### src/rtl/maj_eval_pkg.sv
// Shared types, sizes and operand decode for the programmable MAJ-3 chain evaluator.
package maj_eval_pkg;

  localparam int NUM_IN    = 7;
  localparam int MAX_NODES = 8;
  localparam int SEL_W     = $clog2(1 + NUM_IN + MAX_NODES);
  localparam int NODE_W    = 3 * (SEL_W + 1);
  localparam int ADDR_W    = $clog2(MAX_NODES);
  localparam int NUM_W     = $clog2(MAX_NODES + 1);
  localparam int SRC_W     = 1 << SEL_W;

  localparam logic [SEL_W-1:0] SEL_ZERO = '0;

  typedef enum logic [1:0] {IDLE, EVAL, DONE} state_t;

  typedef struct packed {
    logic             inv_c;
    logic [SEL_W-1:0] sel_c;
    logic             inv_b;
    logic [SEL_W-1:0] sel_b;
    logic             inv_a;
    logic [SEL_W-1:0] sel_a;
  } node_t;

  // Operand space is {nodes, x, const0}, zero-padded so unused codes read 0.
  function automatic logic pick_operand(input logic [SEL_W-1:0]     sel,
                                        input logic [NUM_IN-1:0]    x,
                                        input logic [MAX_NODES-1:0] nodes);
    logic [SRC_W-1:0] src;
    src = SRC_W'({nodes, x, 1'b0});
    return src[sel];
  endfunction

endpackage

### src/rtl/maj_chain_eval_if.sv
// Config, input and result handshake bundle for maj_chain_eval.
// MAJ_EVAL_TRACE_EN adds the out_nodes trace bus.
interface maj_chain_eval_if;
  import maj_eval_pkg::*;

  logic                 cfg_we;
  logic [ADDR_W-1:0]    cfg_addr;
  node_t                cfg_data;
  logic [NUM_W-1:0]     cfg_num_nodes;
  logic                 cfg_err;
  logic                 in_valid;
  logic                 in_ready;
  logic [NUM_IN-1:0]    in_x;
  logic                 out_valid;
  logic                 out_ready;
  logic                 out_y;
`ifdef MAJ_EVAL_TRACE_EN
  logic [MAX_NODES-1:0] out_nodes;

  modport master (output cfg_we, cfg_addr, cfg_data, cfg_num_nodes, in_valid, in_x, out_ready,
                  input  cfg_err, in_ready, out_valid, out_y, out_nodes);
  modport slave  (input  cfg_we, cfg_addr, cfg_data, cfg_num_nodes, in_valid, in_x, out_ready,
                  output cfg_err, in_ready, out_valid, out_y, out_nodes);
`else
  modport master (output cfg_we, cfg_addr, cfg_data, cfg_num_nodes, in_valid, in_x, out_ready,
                  input  cfg_err, in_ready, out_valid, out_y);
  modport slave  (input  cfg_we, cfg_addr, cfg_data, cfg_num_nodes, in_valid, in_x, out_ready,
                  output cfg_err, in_ready, out_valid, out_y);
`endif

endinterface

### src/rtl/maj_chain_eval_maj3_inv.sv
// Combinational three-input majority gate with a complement control per operand.
module maj3_inv (
  input  logic a,
  input  logic b,
  input  logic c,
  input  logic inv_a,
  input  logic inv_b,
  input  logic inv_c,
  output logic y
);

  logic ea, eb, ec;

  assign ea = a ^ inv_a;
  assign eb = b ^ inv_b;
  assign ec = c ^ inv_c;
  assign y  = (ea & eb) | (ea & ec) | (eb & ec);

endmodule

### src/rtl/maj_chain_eval.sv
// Sequential MAJ-3 network evaluator: one table node per cycle, result via valid/ready.
// MAJ_EVAL_TRACE_EN exposes all node registers on out_nodes.
module maj_chain_eval
  import maj_eval_pkg::*;
(
  input logic            clk,
  input logic            rst_n,
  maj_chain_eval_if.slave bus
);

  state_t               state, state_next;
  node_t                tbl [MAX_NODES];
  node_t                cur;
  node_t                pend_data;
  logic [ADDR_W-1:0]    pend_addr;
  logic                 pend_valid;
  logic [ADDR_W-1:0]    idx;
  logic [NUM_W-1:0]     num, n_sat;
  logic [NUM_IN-1:0]    x_q;
  logic [MAX_NODES-1:0] nodes;
  logic                 out_y_q, cfg_err_q;
  logic                 ready, valid, accept, last;
  logic                 addr_ok, wr_ok;
  logic                 op_a, op_b, op_c, node_val;

  // Every encodable address is in range when MAX_NODES is a power of two.
  if ((1 << ADDR_W) == MAX_NODES) begin : g_addr_full
    assign addr_ok = 1'b1;
  end else begin : g_addr_part
    assign addr_ok = bus.cfg_addr < ADDR_W'(MAX_NODES);
  end

  assign n_sat  = (bus.cfg_num_nodes > NUM_W'(MAX_NODES)) ? NUM_W'(MAX_NODES) : bus.cfg_num_nodes;
  assign last   = (NUM_W'(idx) == num - NUM_W'(1));
  assign accept = bus.in_valid && ready;
  assign wr_ok  = rst_n && bus.cfg_we && (state == IDLE) && addr_ok;

  always_ff @(posedge clk) begin
    if (!rst_n) state <= IDLE;
    else        state <= state_next;
  end

  always_comb begin
    state_next = state;
    ready      = 1'b0;
    valid      = 1'b0;
    unique case (state)
      IDLE: begin
        ready = rst_n;
        if (accept) state_next = (n_sat != '0) ? EVAL : DONE;
      end
      EVAL: if (last) state_next = DONE;
      DONE: begin
        valid = rst_n;
        if (bus.out_ready) state_next = IDLE;
      end
      default: state_next = IDLE;
    endcase
  end

  // A write that coincides with an accept is parked so the accepted vector sees the old table.
  always_ff @(posedge clk) begin
    if (!rst_n)                 pend_valid <= 1'b0;
    else if (wr_ok && accept)   pend_valid <= 1'b1;
    else if (state == DONE)     pend_valid <= 1'b0;
  end

  always_ff @(posedge clk) begin
    if (wr_ok && accept) begin
      pend_addr <= bus.cfg_addr;
      pend_data <= bus.cfg_data;
    end
    if (pend_valid && (state == DONE || !rst_n))
      tbl[pend_addr] <= pend_data;
    else if (wr_ok && !accept)
      tbl[bus.cfg_addr] <= bus.cfg_data;
  end

  always_ff @(posedge clk) begin
    if (!rst_n) cfg_err_q <= 1'b0;
    else        cfg_err_q <= bus.cfg_we && !((state == IDLE) && addr_ok);
  end

  assign cur  = tbl[idx];
  assign op_a = pick_operand(cur.sel_a, x_q, nodes);
  assign op_b = pick_operand(cur.sel_b, x_q, nodes);
  assign op_c = pick_operand(cur.sel_c, x_q, nodes);

  maj3_inv u_maj (
    .a     (op_a),
    .b     (op_b),
    .c     (op_c),
    .inv_a (cur.inv_a),
    .inv_b (cur.inv_b),
    .inv_c (cur.inv_c),
    .y     (node_val)
  );

  // Clearing nodes on accept makes forward and self references read 0.
  always_ff @(posedge clk) begin
    if (!rst_n) begin
      idx     <= '0;
      num     <= '0;
      x_q     <= '0;
      nodes   <= '0;
      out_y_q <= 1'b0;
    end else begin
      unique case (state)
        IDLE: if (accept) begin
          idx     <= '0;
          num     <= n_sat;
          x_q     <= bus.in_x;
          nodes   <= '0;
          out_y_q <= 1'b0;
        end
        EVAL: begin
          nodes[idx] <= node_val;
          idx        <= idx + 1'b1;
          if (last) out_y_q <= node_val;
        end
        default: ;
      endcase
    end
  end

  assign bus.in_ready  = ready;
  assign bus.out_valid = valid;
  assign bus.out_y     = out_y_q;
  assign bus.cfg_err   = cfg_err_q;
`ifdef MAJ_EVAL_TRACE_EN
  assign bus.out_nodes = nodes;
`endif

endmodule
### src/flat_wrapper.sv
// flat-port wrapper written by rule: the top's interface ports become plain ports
module maj_chain_eval_flat import maj_eval_pkg::*;
  (clk, rst_n, bus_cfg_we, bus_cfg_addr, bus_cfg_data, bus_cfg_num_nodes, bus_in_valid, bus_in_x, bus_out_ready, bus_cfg_err, bus_in_ready, bus_out_valid, bus_out_y);
  maj_chain_eval_if bus_i ();
  input logic clk;
  input logic rst_n;
  input wire logic [$bits(bus_i.cfg_we)-1:0] bus_cfg_we;
  input wire logic [$bits(bus_i.cfg_addr)-1:0] bus_cfg_addr;
  input wire logic [$bits(bus_i.cfg_data)-1:0] bus_cfg_data;
  input wire logic [$bits(bus_i.cfg_num_nodes)-1:0] bus_cfg_num_nodes;
  input wire logic [$bits(bus_i.in_valid)-1:0] bus_in_valid;
  input wire logic [$bits(bus_i.in_x)-1:0] bus_in_x;
  input wire logic [$bits(bus_i.out_ready)-1:0] bus_out_ready;
  output wire logic [$bits(bus_i.cfg_err)-1:0] bus_cfg_err;
  output wire logic [$bits(bus_i.in_ready)-1:0] bus_in_ready;
  output wire logic [$bits(bus_i.out_valid)-1:0] bus_out_valid;
  output wire logic [$bits(bus_i.out_y)-1:0] bus_out_y;
  assign bus_i.cfg_we = bus_cfg_we;
  assign bus_i.cfg_addr = bus_cfg_addr;
  assign bus_i.cfg_data = bus_cfg_data;
  assign bus_i.cfg_num_nodes = bus_cfg_num_nodes;
  assign bus_i.in_valid = bus_in_valid;
  assign bus_i.in_x = bus_in_x;
  assign bus_i.out_ready = bus_out_ready;
  assign bus_cfg_err = bus_i.cfg_err;
  assign bus_in_ready = bus_i.in_ready;
  assign bus_out_valid = bus_i.out_valid;
  assign bus_out_y = bus_i.out_y;
  maj_chain_eval u_core (.clk(clk), .rst_n(rst_n), .bus(bus_i));
endmodule
### config.mk
export PLATFORM = sky130hd
export DESIGN_NAME = maj_chain_eval_flat
export DESIGN_NICKNAME = d
export VERILOG_FILES = /design/src/rtl/maj_eval_pkg.sv /design/src/rtl/maj_chain_eval_if.sv /design/src/rtl/maj_chain_eval_maj3_inv.sv /design/src/rtl/maj_chain_eval.sv /design/src/flat_wrapper.sv
export SDC_FILE = /design/constraint.sdc
export NUM_CORES = 1
export LEC_CHECK = 0
export BUFFER_PORTS_ARGS = -buffer_cell sky130_fd_sc_hd__buf_2
export CORE_UTILIZATION = 61
export CTS_BUF_LIST = sky130_fd_sc_hd__clkbuf_4 sky130_fd_sc_hd__clkbuf_8 sky130_fd_sc_hd__clkbuf_16
export DETAILED_ROUTE_END_ITERATION = 8
export PLACE_DENSITY = 0.79
export SYNTH_ARGS = -nofsm -noshare
export SYNTH_HDL_FRONTEND = slang
export SYNTH_HIERARCHICAL = 1
export SYNTH_SLANG_ARGS = --single-unit
### constraint.sdc
create_clock -name clk -period 3.5 [get_ports clk]
set_input_delay 0.525 -clock clk [delete_from_list [all_inputs] [get_ports clk]]
set_output_delay 0.525 -clock clk [all_outputs]
set_load 0.005 [all_outputs]
==> impl_metrics.toml <==
[yosys]
postSynth.asyncResetShare_pct = 0
post_synth_inst_count = 567
ys_warn_count = 6
yosys_register_bits = 168
synth_enable_flop_cells = 138
netlist_area_um2 = 7600
syn-num-nets = 603
synth-main-ff-cell = "edfxtp_1"
avgSynthCellArea_um2 = 13.4
ys_seq_area_share_pct = 62.4
synth.distinct_cells = 59

[finish]
diodes = 0
design_area_um2 = 8560
layout-drive-gt1-share_pct = 21.0
filler_cell_count = 789
layout.core_utilization_pct = 71.0
area_growth_pct = 12.6
finalNetCount = 647

[routing]
via_count = 4979
remaining_drc_errors = 0
wirelength_mm = 16.8
detail_route.wl_per_cell_um = 21.2
drt-initial-drc-count = 482
antenna_left = 0
post_drt_via_cell_ratio = 6.29
drt_pre_antenna_iters = 4

[hold_path]
worst_hold_path_type = "input port to flip-flop"
worst_hold_path.num_cells = 1

[clock_network]
ctsResizeCount = 0
ctsLongestPathBuffers = 2
insertion_delay_ns = 0.43
clk_tree_root_cell = "clkbuf_16"
cts.sinks = 168
cts_hold_repair.buffers = 0
cts.htree.levels = 4
postCtsSetupBuffers = 0
tritoncts.num_buffers = 17
tritoncts = "done"
clkTransAtPathRegs_ns = 0.07

[floorplanning]
fp.dieArea_um2 = 12900
floorplan.io_pins = 38
floorplan.die.width_um = 114
rows = 40
coreArea_um2 = 12100
floorplan.initialDensity_pct = 63.0
chipHeight_um = 114

[power_and_ir_drop]
ir_worst_vdd_uv = 501
cell_area_power_density_nw_per_um2 = 516
power_after_layout_mw = 4.42
leakage_nw = 2.98

[placement]
place.gp.congestion = 0.881
detailed_place_hpwl_mm = 11.1
placement.cell_area_um2 = 7980
numPortBuffers = 37

[worst_setup_path]
worst-setup-path-type = "flip-flop to flip-flop"
worst_setup_path_endpoint = "u_core/nodes[6]$_SDFFE_PN0P_"
worstReg2RegEnd = "u_core/nodes[6]$_SDFFE_PN0P_"
worstPathMaxFanout = 8
crit_required_ns = 3.84
cp.arrival_ns = 3.68
r2r_slack_ns = 0.16
r2r_cells = 12
startpoint_type = "flip-flop"
crit_end_element = "flip-flop"

[sta]
timing.slew.headroom_pct = 39.8
timing.final.crit_period_ns = 3.34
hold_violations = 0
clock.fmax_mhz = 300
rsz0062_at_grt = "no"
finalSetupTns_ns = 0
skew_ns = 0.00844
final_min_period_over_clock_period_pct = 95.3
worstMarginPinSlew_ns = 0.903
setup-violations-final = 0
fin_worst_hold_slack_ns = 0.289
final-max-slew-violation-count = 0

[outcome]
status = "completed"

[global_routing]
grt_start_max_net_pins = 41
grt_first_pass_wirelength_mm = 26.4
initial_antenna_violation_count = 0
grt_util_all_layers_pct = 28.2
gr-total-overflow = 0
number_of_global_route_vias_before_repair = 5051

[run]
maxCapViolations = 0
==> Yosys cell counts, drive strengths merged (2+ instances only) <==
library cell	instances	area (µm²)
o31ai	4	30.0
o22a	2	17.5
nor2	36	135
nor2b	3	18.8
xnor2	2	17.5
a21oi	16	80.1
a31oi	6	37.5
o211ai	4	30.0
and3	2	12.5
clkbuf	17	63.8
mux4	28	634
edfxtp	138	4140
o21ai	24	124
nor3b	5	37.5
o32ai	4	35.0
nand2b	6	37.5
xor2	7	61.3
nand4	3	18.8
o221ai	4	35.0
a22oi	3	27.5
mux2	8	97.6
mux2i	34	365
nor3	7	35.0
nand3b	3	22.5
a32oi	12	105
ha	2	25.0
o22ai	3	18.8
nand2	89	342
inv	22	82.6
dfxtp	30	601
nand3	13	65.1
buf	14	114
==> placed cells by master (no fill, tap or decap), types with 18 or more instances in the layout <==
cell and instances:
nand2_1 88, nor2_1 36, inv_1 22, edfxtp_1 138, buf_4 18, o21ai_0 21, dfxtp_1 28, mux4_2 27
mux2i_1 32, buf_2 37
==> flip-flops by register name, indices dropped and copies added (netlist names), named ones only <==
signal and flops:
u_core/idx 3, u_core/nodes 8, u_core/state 2, u_core/pend_valid 1
u_core/num 4, u_core/tbl 120, u_core/pend_data 15, u_core/pend_addr 3
u_core/bus.out_y 1, u_core/x_q 7, u_core/bus.cfg_err 1
==> per-layer routing <==
| layer | part of all wire (%) | vias to the layer above | global-route usage [%] |
|---|---|---|---|
| met3 | 6.5 | 43 | 6.64 |
| li1 | - | 2237 | - |
| met5 | 0 | - | 0 |
| met1 | 41 | 2472 | 36.0 |
| met4 | 2.5 | 0 | 12.4 |
| met2 | 50 | 227 | 46.3 |
==> critical path, stage by stage, from the launching register on <==
cell      delay (ns)
dfxtp_2         0.47
buf_4           0.24
mux2_2          0.39
o22a_1          0.31
nand2_4         0.14
mux2i_1         0.09
a221oi_1        0.31
a32o_1          0.20
xor2_1          0.22
maj3_2          0.30
and3_1          0.25
nand3_1         0.11
a21oi_1         0.20
==> cell families after synthesis <==
kind of cell	after synthesis	synth area share, %
AO/OA/AOI/OAI	91	8.13
XOR/XNOR	9	1.04
adder cells (fa/ha/maj)	3	0.477
buffers and inverters	54	3.47
flip-flops	168	62.4
multiplexers	70	14.4
AND/OR/NAND/NOR	172	10.1
==> stage by stage <==
stage | cells | setup WS, ns
detailed placement | 760 | 0.263
global route | 792 | 0.00343
floorplan | 567 | 0.639
CTS | 792 | 0.236
finish | 792 | 0.164
global placement | 760 | 0.420
==> final cells by class <==
| type | instances | area (µm²) | share of cell area (%) |
|---|---|---|---|
| clock buffers | 17 | 425 | 4.97 |
| clock inverters | 15 | 160 | 1.87 |
| inverters | 23 | 86.3 | 1.01 |
| multi-input cells | 345 | 2590 | 30.3 |
| flip-flops and latches | 168 | 4750 | 55.4 |
| well taps | 168 | 210 | 2.45 |
| repair buffers | 56 | 340 | 3.97 |
==> power breakdown <==
part	total, mW	internal [mW]	switching (mW)
clock	1.85	1.01	0.837
sequential	2.25	2.21	0.0407
combinational	0.321	0.130	0.191
total	4.42	3.35	1.07
==> worst min-delay path by stage <==
| stage | startpoint | end | slack [ns] |
|---|---|---|---|
| 4_1_cts | bus_cfg_data[3] | u_core/pend_data[3]$_DFFE_PP_ | 0.27 |
| 6_report | bus_cfg_data[4] | u_core/pend_data[4]$_DFFE_PP_ | 0.29 |
| 5_1_grt | bus_cfg_data[12] | u_core/pend_data[12]$_DFFE_PP_ | 0.27 |
| 3_3_place_gp | u_core/num[3]$_SDFFE_PN0P_ | u_core/num[3]$_SDFFE_PN0P_ | 0.46 |
| 2_1_floorplan | u_core/num[1]$_SDFFE_PN0P_ | u_core/num[1]$_SDFFE_PN0P_ | 0.44 |
| 3_5_place_dp | u_core/num[1]$_SDFFE_PN0P_ | u_core/num[1]$_SDFFE_PN0P_ | 0.48 |
Power figures use the tool's default switching activity.
